$ cat config.mk
export PLATFORM = sky130hd
export DESIGN_NAME = bus_share_arb8
export DESIGN_NICKNAME = d
export VERILOG_FILES = /design/src/rtl/bus_share_arb8.sv
export SDC_FILE = /design/constraint.sdc
export NUM_CORES = 1
export LEC_CHECK = 0
export CORE_MARGIN = 1.5
export CORE_UTILIZATION = 40
export DETAILED_ROUTE_END_ITERATION = 10
export HOLD_SLACK_MARGIN = 0.12
export PLACE_DENSITY_LB_ADDON = 0.08
export RECOVER_POWER = 25
export SYNTH_ARGS = -nofsm -noshare
export SYNTH_HDL_FRONTEND = slang
export SYNTH_SLANG_ARGS = --single-unit
$ cat constraint.sdc
create_clock -name clk -period 8.7 [get_ports clk]
set_clock_uncertainty 0.1 [all_clocks]
set_input_delay 1.74 -clock clk [delete_from_list [all_inputs] [get_ports clk]]
set_output_delay 1.74 -clock clk [all_outputs]
set_load 0.005 [all_outputs]
$ cat src/rtl/bus_share_arb8.sv
// Round-robin owner of the shared 32-bit 8:1 mux: grants one channel at a time,
// drives the mux select, and registers each owned cycle's mux output with a source tag.
module bus_share_arb8 #(
  parameter int MAX_BURST = 16
) (
  input  logic        clk,
  input  logic        rst,
  input  logic [7:0]  req,
  input  logic [31:0] mux_o,
  output logic [2:0]  sel,
  output logic [7:0]  gnt,
  output logic        busy,
  output logic [31:0] dout,
  output logic [2:0]  dout_src,
  output logic        dout_vld
);

  localparam int CW = $clog2(MAX_BURST + 1);
  localparam logic [CW-1:0] LAST = CW'(MAX_BURST - 1);

  // Handshake: req[i] is held high by channel i for the whole transfer; gnt[i]
  // answers one cycle later; each cycle with gnt[i] and req[i] both high yields
  // one dout_vld pulse on the following cycle. Dropping req[i] ends the transfer.
  typedef enum logic {IDLE, GRANT} state_t;

  state_t        state_q, state_d;
  logic [2:0]    ptr_q, ptr_d;
  logic [CW-1:0] cnt_q, cnt_d;
  logic [2:0]    sel_d, src_d;
  logic [7:0]    gnt_d;
  logic          busy_d, vld_d;
  logic [31:0]   dout_d;

  logic [2:0]    rr_base;
  logic          win_found;
  logic [2:0]    win_idx;
  logic          owner_req;
  logic          end_cond;

  // While owning, the owner itself is the scan base so it drops to lowest priority.
  always_comb begin
    rr_base   = (state_q == GRANT) ? sel : ptr_q;
    win_found = 1'b0;
    win_idx   = 3'd0;
    for (int k = 1; k <= 8; k++) begin
      if (!win_found && req[rr_base + 3'(k)]) begin
        win_found = 1'b1;
        win_idx   = rr_base + 3'(k);
      end
    end
  end

  assign owner_req = req[sel];
  assign end_cond  = !owner_req || (cnt_q == LAST);

  always_comb begin
    state_d = state_q;
    ptr_d   = ptr_q;
    cnt_d   = cnt_q;
    sel_d   = sel;
    gnt_d   = gnt;
    busy_d  = busy;
    dout_d  = dout;
    src_d   = dout_src;
    vld_d   = 1'b0;
    case (state_q)
      IDLE: begin
        if (win_found) begin
          state_d = GRANT;
          gnt_d   = 8'b1 << win_idx;
          sel_d   = win_idx;
          busy_d  = 1'b1;
          cnt_d   = '0;
        end
      end
      GRANT: begin
        if (owner_req) begin
          dout_d = mux_o;
          src_d  = sel;
          vld_d  = 1'b1;
        end
        if (end_cond) begin
          ptr_d = sel;
          if (win_found) begin
            gnt_d = 8'b1 << win_idx;
            sel_d = win_idx;
            cnt_d = '0;
          end else begin
            state_d = IDLE;
            gnt_d   = 8'h00;
            busy_d  = 1'b0;
          end
        end else begin
          cnt_d = cnt_q + CW'(1);
        end
      end
      default: begin
        state_d = IDLE;
        gnt_d   = 8'h00;
        busy_d  = 1'b0;
      end
    endcase
  end

  always_ff @(posedge clk) begin
    if (rst) begin
      state_q  <= IDLE;
      ptr_q    <= 3'd7;
      cnt_q    <= '0;
      sel      <= 3'd0;
      gnt      <= 8'h00;
      busy     <= 1'b0;
      dout     <= 32'h0;
      dout_src <= 3'd0;
      dout_vld <= 1'b0;
    end else begin
      state_q  <= state_d;
      ptr_q    <= ptr_d;
      cnt_q    <= cnt_d;
      sel      <= sel_d;
      gnt      <= gnt_d;
      busy     <= busy_d;
      dout     <= dout_d;
      dout_src <= src_d;
      dout_vld <= vld_d;
    end
  end

endmodule

==> flow_summary.yaml <==
place:
  numPortBuffers: 89
  gp_routability_congestion: 0.950
  post-dp-hpwl_microns: 5830
  dp_cells: 528
worst_setup_path:
  cp_slowest_stage_delay_ns: 0.83
  crit_required_ns: 8.83
  critPathKind: "reg2reg"
  critPathMaxFanout: 15
  start_kind: "flop"
  cp_slowest_cell: "nor4b_2"
  cp.arrival_ns: 5.42
  worstPathCellList: "mux2i_2 -> clkinv_1 -> ha_1 -> xnor2_1 -> mux4_2 -> a311o_1 -> nor4b_2 -> nand2b_1 -> nor3_1 -> a32o_1"
  worst_setup_path_end_kind: "flop"
synthesis:
  synth_edf_count: 0
  synthXorXnorAreaFrac: 0.00574
  synth_top_area_cell: "dfxtp_1"
  synth_top_area_frac: 0.374
  muxShareOfSynthArea: 0.185
  synthTopCellsByArea: "dfxtp_1, nand2_1, mux4_2"
  synth_top_family_by_area: "compound AO/OA/AOI/OAI gates"
  synth_ff_type: "dfxtp_1"
  synthArstFlopShare: 0
  synth_warnings: 0
  syn-num-nets: 401
  synth.yosys.seq_area_share: 0.374
  synth-simple-area-share: 0.191
  syn-cell-area_sq_mm: 0.00305
  synth_seq_cells: 57
  syn_area_per_cell_sq_um: 8.59
  syn-instance-count: 355
  synth_compound_area_frac: 0.192
  synthAdderAreaFrac: 0.0164
  ys_types: 54
timing:
  post-route-period-util: 0.608
  holdWs_ns: 0.349
  setup_violations: 0
  final.setup.tns_ns: 0
  fmax_mhz: 189
  hold_violations: 0
  slew_violations: 0
  slew_headroom: 0.397
  worstMarginPinSlew_ns: 0.902
  period_minus_slack_ns: 5.29
  rsz0062_at_grt: "no"
pwr:
  peakVddDrop_mv: 0.146
  power.leakage_nw: 1.66
  power_density_mw_per_mm2: 304
clocking:
  clk_pin_slew_worst_paths_ns: 0.07
  post-cts-setup-buffer-count: 0
  cts_made_buffers: 9
  clock_sinks: 57
  h-tree-depth: 3
  insertion_delay_ns: 0.34
  clockRootBuffer: "clkbuf_8"
  cts.hold.buffers_added: 0
  cts_tree: "built"
  cts_buffer_depth: 2
  cts_resized: 0
drt:
  dr.pass1.iters: 4
  wl_per_cell_microns: 15.1
  ant_nets: 0
  post-route-drc-count: 0
  vias: 2908
  vias_per_cell: 5.35
  wirelength_microns: 8200
  first_iter_violations: 199
floorplanning:
  die_w_microns: 90.3
  die_area_sq_mm: 0.00816
  die_y_microns: 90.3
  ios: 90
  initial_core_util: 0.416
  row_count: 31
  coreArea_sq_mm: 0.00733
layout:
  drive_above_1_share: 0.103
  layout_common_cells: "nand2_1, clkdlybuf4s50_1, dfxtp_1, a21oi_1"
  fin_cells: 544
  diodes: 0
  num-nets-final: 486
  syn_to_final_growth_pct: 39.6
  final_common_cell: "nand2_1"
flow_run:
  cap_viol_max_count: 0
global_routing:
  grt-ovfl-total: 0
  grt_usage: 0.204
  grt_pass1_vias: 2642
  antenna_found_initial: 0
  grt_pass1_wl_microns: 13200
  grt_max_degree: 38
hold_path:
  worst_hold_path_type: "reg2reg"
status:
  status: "finished, final reports clean"
[per-stage QoR]
stage               power [mW]  instance area, sq um  setup slack (ns)   util
detailed placement       0.993                  4010              3.36  0.547
CTS                       1.31                  4260              3.48  0.581
global placement          1.00                  4010              3.46  0.547
finish                    1.29                  4260              3.41  0.581
global route              1.38                  4260              3.07  0.581
floorplan                0.780                  3050              4.65      -
[metal layers]
layer,GRT usage,part of all wire
met1,0.272,0.44
met2,0.314,0.47
met3,0.0589,0.073
met4,0.0728,0.011
met5,0,0
[sequential cells by signal, indices dropped and copies added (netlist names)]
name	cells
dout_src	3
cnt_q	5
dout	32
sel	3
dout_vld	1
gnt	8
busy	1
ptr_q	3
state_q	1
[Yosys cell counts, types with 2 or more instances]
cell type  instances
o21ai_1            2
a22oi_1            4
a21o_1             2
mux2i_1           16
nor3_1             6
nand2_1           88
o31ai_1            4
inv_1              4
xnor2_1            2
clkbuf_1          15
nor2b_1            2
nand3_1            5
nand2b_1           2
and3_1             3
ha_1               4
dfxtp_1           57
a21oi_1           46
mux2_2             5
mux4_2            12
o21ai_0           10
nor2_1            26
o21bai_1           2
a211oi_1           2
a32o_1             5
a311o_1            2
[worst paths after layout]
path	from	endpoint	slack, ns	cells past startpoint
worst min register to register	dout[29]	dout[29]	0.35	2
worst min-delay path	dout[29]	dout[29]	0.35	2
worst max register to register	state_q	gnt[4]	3.41	10
worst max-delay path	state_q	gnt[4]	3.41	10
[logic make-up (layout without fill, tap and decap cells)]
logic type | count (synthesis) | count (layout)
mux | 37 | 37
xor+xnor | 2 | 2
simple gates | 139 | 139
buf+inv | 25 | 115
flops | 57 | 57
compound gates | 91 | 91
fa+ha+maj | 4 | 4
[power breakdown]
group	internal (mW)	switching (mW)	total (mW)
clock	0.193	0.117	0.310
sequential	0.311	0.0355	0.347
combinational	0.294	0.343	0.637
[layout make-up]
cell class	instances	area (sq um)
Fill cell	647	3070
Multi-Input combinational cell	273	1800
Sequential cell	57	1140
Timing Repair Buffer	92	913
Clock inverter	7	125
Clock buffer	9	124
Tap cell	99	124
Inverter	7	28.8
[critical path: cells and delay by family, from the launching register on]
family / cells / cell delay [ns]
AND/OR/NAND/NOR: 3 / 1.20
AO/OA/AOI/OAI: 2 / 0.68
XOR/XNOR: 1 / 0.63
buffers and inverters: 1 / 0.45
flip-flops: 1 / 0.70
multiplexers: 2 / 1.07
adder cells (fa/ha/maj): 1 / 0.34
No activity file was read; power rests on OpenSTA's default activity.
